## config.mk

```make
export PLATFORM = sky130hd
export DESIGN_NAME = user_settings_master
export DESIGN_NICKNAME = d
export VERILOG_FILES = /design/src/rtl/user_settings_master.sv
export SDC_FILE = /design/constraint.sdc
export NUM_CORES = 1
export LEC_CHECK = 0
export ABC_CLOCK_PERIOD_IN_PS = 2400
export CORE_AREA = 2 2 150 152
export DETAILED_ROUTE_END_ITERATION = 6
export DIE_AREA = 0 0 152 154
export GPL_TIMING_DRIVEN = 0
export PLACE_DENSITY = 0.67
export SLEW_MARGIN = 30
export SYNTH_ARGS = -nofsm -noshare
export SYNTH_HDL_FRONTEND = slang
export SYNTH_SLANG_ARGS = --single-unit
```

## constraint.sdc

```tcl
create_clock -name clk -period 2.4 [get_ports clk]
set_input_delay 0.36 -clock clk [delete_from_list [all_inputs] [get_ports clk]]
set_output_delay 0.36 -clock clk [all_outputs]
set_load 0.01 [all_outputs]
```

## src/rtl/user_settings_master.sv

```systemverilog
// user_settings_master: queues user (addr, data) writes and serializes each one onto the
// settings bus as an address strobe to BASE followed by a data strobe to BASE+1.
module user_settings_master #(
    parameter int unsigned BASE        = 0,
    parameter int unsigned FIFO_AWIDTH = 2,
    parameter int unsigned GAP         = 0
) (
    input  logic                   clk,
    input  logic                   rst_n,
    input  logic                   in_valid,
    output logic                   in_ready,
    input  logic [7:0]             in_addr,
    input  logic [31:0]            in_data,
    output logic                   set_stb,
    output logic [7:0]             set_addr,
    output logic [31:0]            set_data,
    output logic [FIFO_AWIDTH:0]   fifo_level,
    output logic                   busy
);

    localparam int unsigned DEPTH = 1 << FIFO_AWIDTH;
    localparam int unsigned LW    = FIFO_AWIDTH + 1;

    localparam logic [7:0]    ADDR_REG   = 8'(BASE);
    localparam logic [7:0]    DATA_REG   = 8'(BASE + 1);
    localparam logic [LW-1:0] FULL_LEVEL = LW'(DEPTH);
    localparam logic [3:0]    GAP_LAST   = 4'(GAP - 1);
    localparam logic          GAP_EN     = (GAP != 0);

    // BASE+1 must not wrap onto the address register
    if (BASE == 255) begin : g_base_chk
        $error("user_settings_master: BASE=255 is illegal");
    end

    typedef struct packed {
        logic [7:0]  addr;
        logic [31:0] data;
    } entry_t;

    typedef enum logic [1:0] {
        S_IDLE,
        S_ADDR,
        S_DATA,
        S_GAP
    } state_t;

    entry_t                 mem [DEPTH];
    logic [FIFO_AWIDTH-1:0] wr_ptr;
    logic [FIFO_AWIDTH-1:0] rd_ptr;
    logic [LW-1:0]          level;
    logic [LW-1:0]          level_next;
    logic                   push;
    logic                   pop_c;

    state_t                 state;
    state_t                 state_next;
    logic [3:0]             gap_cnt;
    logic [3:0]             gap_cnt_next;
    entry_t                 hold;

    logic                   stb_d;
    logic [7:0]             addr_d;
    logic [31:0]            data_d;

    assign push       = in_valid & in_ready;
    assign level_next = level + LW'(push) - LW'(pop_c);
    assign fifo_level = level;

    // Queue storage; contents need no reset since pointers define validity
    always_ff @(posedge clk) begin
        if (push) begin
            mem[wr_ptr] <= '{addr: in_addr, data: in_data};
        end
    end

    // Queue pointers, level and the ready flag (kept equal to !full of the level register)
    always_ff @(posedge clk or negedge rst_n) begin
        if (!rst_n) begin
            wr_ptr   <= '0;
            rd_ptr   <= '0;
            level    <= '0;
            in_ready <= 1'b1;
        end else begin
            if (push) begin
                wr_ptr <= wr_ptr + FIFO_AWIDTH'(1);
            end
            if (pop_c) begin
                rd_ptr <= rd_ptr + FIFO_AWIDTH'(1);
            end
            level    <= level_next;
            in_ready <= (level_next != FULL_LEVEL);
        end
    end

    // FSM state, gap counter and the popped entry being serialized
    always_ff @(posedge clk or negedge rst_n) begin
        if (!rst_n) begin
            state   <= S_IDLE;
            gap_cnt <= '0;
            hold    <= '0;
        end else begin
            state   <= state_next;
            gap_cnt <= gap_cnt_next;
            if (pop_c) begin
                hold <= mem[rd_ptr];
            end
        end
    end

    // Next-state and next-output decode; bus address/data hold while idle
    always_comb begin
        state_next   = state;
        gap_cnt_next = gap_cnt;
        pop_c        = 1'b0;
        stb_d        = 1'b0;
        addr_d       = set_addr;
        data_d       = set_data;
        unique case (state)
            S_IDLE: begin
                if (level != '0) begin
                    pop_c      = 1'b1;
                    state_next = S_ADDR;
                end
            end
            S_ADDR: begin
                stb_d      = 1'b1;
                addr_d     = ADDR_REG;
                data_d     = {24'h0, hold.addr};
                state_next = S_DATA;
            end
            S_DATA: begin
                stb_d  = 1'b1;
                addr_d = DATA_REG;
                data_d = hold.data;
                if (GAP_EN) begin
                    gap_cnt_next = '0;
                    state_next   = S_GAP;
                end else begin
                    state_next = S_IDLE;
                end
            end
            S_GAP: begin
                if (gap_cnt == GAP_LAST) begin
                    state_next = S_IDLE;
                end else begin
                    gap_cnt_next = gap_cnt + 4'd1;
                end
            end
            default: state_next = S_IDLE;
        endcase
    end

    // Registered bus outputs and activity flag
    always_ff @(posedge clk or negedge rst_n) begin
        if (!rst_n) begin
            set_stb  <= 1'b0;
            set_addr <= '0;
            set_data <= '0;
            busy     <= 1'b0;
        end else begin
            set_stb  <= stb_d;
            set_addr <= addr_d;
            set_data <= data_d;
            busy     <= (state != S_IDLE) || (state_next != S_IDLE) || (level_next != '0);
        end
    end

endmodule

```

Word level (Yosys, flattened, before mapping):

Memories as Yosys holds them, arrays and structs flattened. A register that Yosys moved wholly into a read port is not among the register bits.
Cells that the tools add are included.

* add/subtract/negate cells: 5
* equality and inequality tests: 5
* multiplexer cells: 10
* bitwise operators: 2
* reduce and logical (&&, ||, !) cells: 11

Operators with widths (count)
* one-hot mux 32 bit (2 select lines): 1
* one-hot mux 8 bit (2 select lines): 1
* one-hot mux 2 bit (4 select lines): 1
* nonzero test 2 bit: 3
* nonzero test 3 bit: 2
* 2-to-1 mux 1 bit: 5
* adder 2 x 1 -> 2 bit, second input constant: 2
* adder 4 x 1 -> 4 bit, second input constant: 1
* == test 2 bit, second input constant: 2
* == test 4 bit, second input constant: 1
* 2-to-1 mux 2 bit: 2
* adder 3 x 1 -> 3 bit: 1
* != test 3 bit, second input constant: 1
* subtractor 3 x 1 -> 3 bit: 1
* == test 2 x 1 -> 1 bit, second input constant: 1
* zero test 2 bit: 1
* logical OR 1 bit: 2
* AND reduction 2 bit: 1
* OR reduction 2 bit: 1
* bitwise AND 1 bit: 1
* zero test 1 bit: 1
* inverter 1 bit: 1

* bits in registers: 56
* memory bits (writable): 160
* input port bits: 43
* output and inout port bits: 46
* logic and storage cells: 44
* memories kept: 1

Memories
* mem: words 4, width 40, read ports 1, clocked after Yosys merged registers in 1, write ports 1, RTL line 47 `entry_t mem [DEPTH];`

Depth between registers and ports, before layout:

* depth in word-level cells: 6
* depth in mapped cells: 13

Worst setup path before layout:

Ideal clock, no wire load.

* kind: reg-to-reg
* from: reg state[0]
* to: reg busy
* library setup time: 0.140 ns
* arrival: 2.396 ns
* path slack: -0.136 ns
* cell stages (with the launch flop): 13
* path buffers: 2
* clock period less this slack: 2.536 ns
* cells stage by stage: dfrtp_1 inv_1 ha_1 o31a_1 buf_2 buf_2 ha_1 inv_1 ha_1 fa_1 xnor2_1 xnor2_1 o2111ai_1

* cells in the longest elaborated chain, start to end: 5
* elaborated cells on any way between the ends: 14
* those cells by class: add/sub (1); eq/ne (3); mux (4); reduce/logical (6)

RTL lines
* from (decl): RTL line 55 `state_t state;`
* from (signal assigned): RTL line 102 `state <= state_next;`
* zero test 2 bit: RTL line 118 `unique case (state)`
* 2-to-1 mux 1 bit: RTL line 118
* named net pop_c: RTL line 53 `logic pop_c;`
* subtractor 3 x 1 -> 3 bit: RTL line 66 `assign level_next = level + LW'(push) - LW'(pop_c);`
* nonzero test 3 bit: RTL line 164 `busy <= (state != S_IDLE) || (state_next != S_IDLE) || (level_next != '0);`
* logical OR 1 bit: RTL line 164
* to (signal assigned): RTL line 164
* to (decl): RTL line 18 `output logic busy`

The timed path passes the listed nets, and every way through them passes these cells.
A chain may end at the register's enable or synchronous reset.

Final worst setup path:

* from: reg state[0]
* to: reg busy

* cells in the longest elaborated chain, start to end: 5
* elaborated cells on any way between the ends: 14
* those cells by class: add/sub (1); eq/ne (3); mux (4); reduce/logical (6)

RTL lines (RTL line)
* zero test 2 bit, or another cell as far along: 118
* 2-to-1 mux 1 bit or one-hot mux 2 bit (4 select lines) (tied branches): 118
* subtractor 3 x 1 -> 3 bit or nonzero test 2 bit (tied branches): 66, 164
* nonzero test 3 bit or logical OR 1 bit (tied branches): 164
* logical OR 1 bit (*): 164

Mark *: on every way between the ends. The rest lies on a longest branch, timed or not.

==> results.cfg <==
[run_status]
status = finished clean

[grt]
grt_util_all_layers = 0.160
use_met1 = 0.208
use_met2 = 0.277
grt_pass1_vias = 5274
grt_max_degree = 60
use_met3 = 0.0321
antenna_found_initial = 0
grt_first_pass_wirelength_um = 29300
gr-total-overflow = 0
grt.busiest_layer = met2

[place]
io_buffers = 81
dp_cells = 886
pre_cts_slack_ns = -0.197
dp_hpwl_um = 12100
gp_congestion = 0.756

[sta]
fin_skew_ns = 0.0151
report.final.slew_viol_count = 0
fmax_mhz = 432
fin_setup_tns_ns = 0
hold_ws_ns = 0.307
worstMarginPinSlew_ns = 0.682
setup_viol = 0
rsz0062_at_grt = no
final.min_clock_period_ns = 2.32
finalHoldViolations = 0
finalWorstSetupSlack_ns = 0.0830
post-route-period-util = 0.965
relSlewSlack = 0.546

[power_and_ir_drop]
clkPwrFrac = 0.225
powerDensity_nw_per_um2 = 1320
power_w = 0.0156
p_int_w = 0.0109
peakVddDrop_v = 0.000708
swShare = 0.305
p_switching_w = 0.00477
leakagePower_nw = 4.38
p_comb_frac = 0.366
pwr-share-seq = 0.409

[synthesis]
yosysMostFrequentCell = edfxtp_1
syn_avg_cell_area_um2 = 18.8
yosys.cell_types.count = 32
synth_area_leader_cell = edfxtp_1
synthTopCellsByCount = 160 x edfxtp_1, 88 x dfrtp_1, 38 x mux2_4, 38 x mux4_2, 33 x inv_1
synth_edf_count = 160
ys_seq_area_frac = 0.726
synth_top_cell_area_share = 0.496
syn-cell-area_um2 = 9680
synthTopCellsByArea = edfxtp_1 50%, dfrtp_1 23%, mux4_2 8.8%, mux2_4 5.9%, ha_1 1.4%
syn_inst = 514
synth_flop_cell = edfxtp_1
async_flop_share = 0.357
synth-seq-cells = 249
synth_warnings = 0

[routing]
vias = 4840
drtAntennaViolNets = 0
route.detailed.vias_per_inst = 5.17
drc = 0
dr.pass1.iters = 7
drt_iter0_markers = 214
wl_um = 18500
post_drt_wl_per_cell_um = 19.8

[floorplanning]
initial_utilization = 0.447
dieHeight_um = 154
core_area_um2 = 21700
ios = 89
row_count = 54
die-area_um2 = 23400
die_w_um = 152

[clock_network]
clk_pin_slew_worst_paths_ns = 0.06
cts_buffers = 25
tritoncts = done
insertion_delay_ns = 0.51
cts.path.max_buffers = 3
cts.sinks = 249
h-tree-depth = 1
cts_root_buf = clkbuf_16

[layout]
fin_cells = 937
nets = 694
antennaDiodeCount = 0
layout-drive-gt1-share = 0.244
syn_to_final_growth_pct = 22.1

[setup_path]
crit_fanout = 4
cpPeakStageDelay_ns = 0.38
worstSetupEndpointType = flip-flop
rrSetupSlack_ns = 0.08
crit_path_end = busy
path_cells = inv_2 > ha_2 > o31a_1 > buf_8 > ha_4 > inv_1 > ha_2 > fa_2 > xnor2_2 > xnor2_1 > o2111ai_1
worstReg2RegEnd = busy
reg2reg_from = state[0]
ff2ff_path_depth = 11
crit_slowest_cell = dfrtp_1
startpoint = state[0]
crit_path_start_kind = flip-flop
critPathKind = reg2reg
cp.arrival_ns = 2.69
worstPathRequired_ns = 2.77
critPathMostFrequentCell = ha_2

[worst_hold_path]
min_path_type = in2async

[run]
cap_violations = 0
==> registers in the layout (all words and copies together) (netlist names) <==
name        flops
busy            1
fifo_level      3
gap_cnt         4
hold           40
in_ready        1
mem           160
rd_ptr          2
set_addr        1
set_data       32
set_stb         1
state           2
wr_ptr          2
==> critical path, delay by kind of cell, from the launching register on <==
family / cells / cell delay (ns)
xor gates and xnor gates: 2 / 0.34
DFF: 1 / 0.38
buffers and inverters: 3 / 0.25
AOI/OAI and AO/OA: 2 / 0.28
adders and majority gates: 4 / 0.93
==> placed cells by master (no fill, tap or decap), drive strengths merged, types with 2 or more instances in the layout <==
master | synthesis | layout
mux2 | 43 | 43
nand2 | 5 | 5
clkinv | 0 | 11
buf | 23 | 34
edfxtp | 160 | 160
and3 | 5 | 5
dfrtp | 88 | 88
conb | 1 | 7
clkbuf | 10 | 43
a31oi | 2 | 2
a21oi | 9 | 9
clkdlybuf4s50 | 0 | 80
nor2 | 10 | 10
o21ai | 24 | 24
ha | 11 | 11
mux4 | 40 | 40
nand3 | 27 | 27
mux2i | 8 | 8
xnor2 | 7 | 7
inv | 33 | 33
==> metrics by stage <==
| stage | utilization | instance area (um2) |
|---|---|---|
| after floorplan | - | 9750 |
| after global placement | 0.503 | 10900 |
| after detailed placement | 0.509 | 11000 |
| after CTS | 0.545 | 11800 |
| after global routing | 0.545 | 11800 |
| final | 0.545 | 11800 |
==> routing by layer <==
layer / share of wire / wire length [um]
met1: 0.42 / 7850
met2: 0.50 / 9200
met3: 0.062 / 1150
met4: 0.019 / 348
met5: 0 / 0
==> worst min path at each step <==
stage                     slack [ns]      endpoint       start  depth (start not counted)
after global placement          0.46    gap_cnt[3]  gap_cnt[3]                          1
after detailed placement        0.26  set_data[23]       rst_n                          1
final                           0.31      hold[29]       rst_n                          2
after CTS                       0.30      hold[29]       rst_n                          2
after floorplan                 0.06          busy       rst_n                          0
after global routing            0.33      hold[29]       rst_n                          2
==> cell type report <==
cell class,count,area [um2]
Fill cell,1672,9870
Sequential cell,249,7040
Multi-Input combinational cell,205,2350
Clock inverter,12,78.8
Clock buffer,33,656
Inverter,33,124
Tap cell,280,350
Buffer,32,248
Timing Repair Buffer,93,975
==> power by group through the flow <==
stage	Combinational, W	Sequential (W)	Clock [W]
6_report	0.00572	0.00640	0.00351
5_1_grt	0.00620	0.00651	0.00376
4_1_cts	0.00581	0.00640	0.00359
3_5_place_dp	0.00572	0.00651	0
3_3_place_gp	0.00543	0.00648	0
2_1_floorplan	0.00390	0.00642	0
==> logic make-up (layout without fill, tap and decap cells) <==
kind of cell             after synthesis  in the layout  share of synthesized area
flip-flops                           249            249                      0.726
multiplexers                          91             91                      0.167
buffers and inverters                 66            203                     0.0379
AND/OR/NAND/NOR                       48             48                     0.0235
AO/OA/AOI/OAI                         39             39                     0.0217
adder cells (fa/ha/maj)               12             12                     0.0163
XOR/XNOR                               8              8                    0.00724
other                                  1              7                   0.000387
==> what timing repair did <==
item,CTS,global route
setup buffers,5,1
resized for setup,0,1
hold endpoints to repair,30,0
hold buffers,1,0
pin swaps,3,0
endpoints found under the setup margin,3,1
No activity file was read; power rests on OpenSTA's default activity.
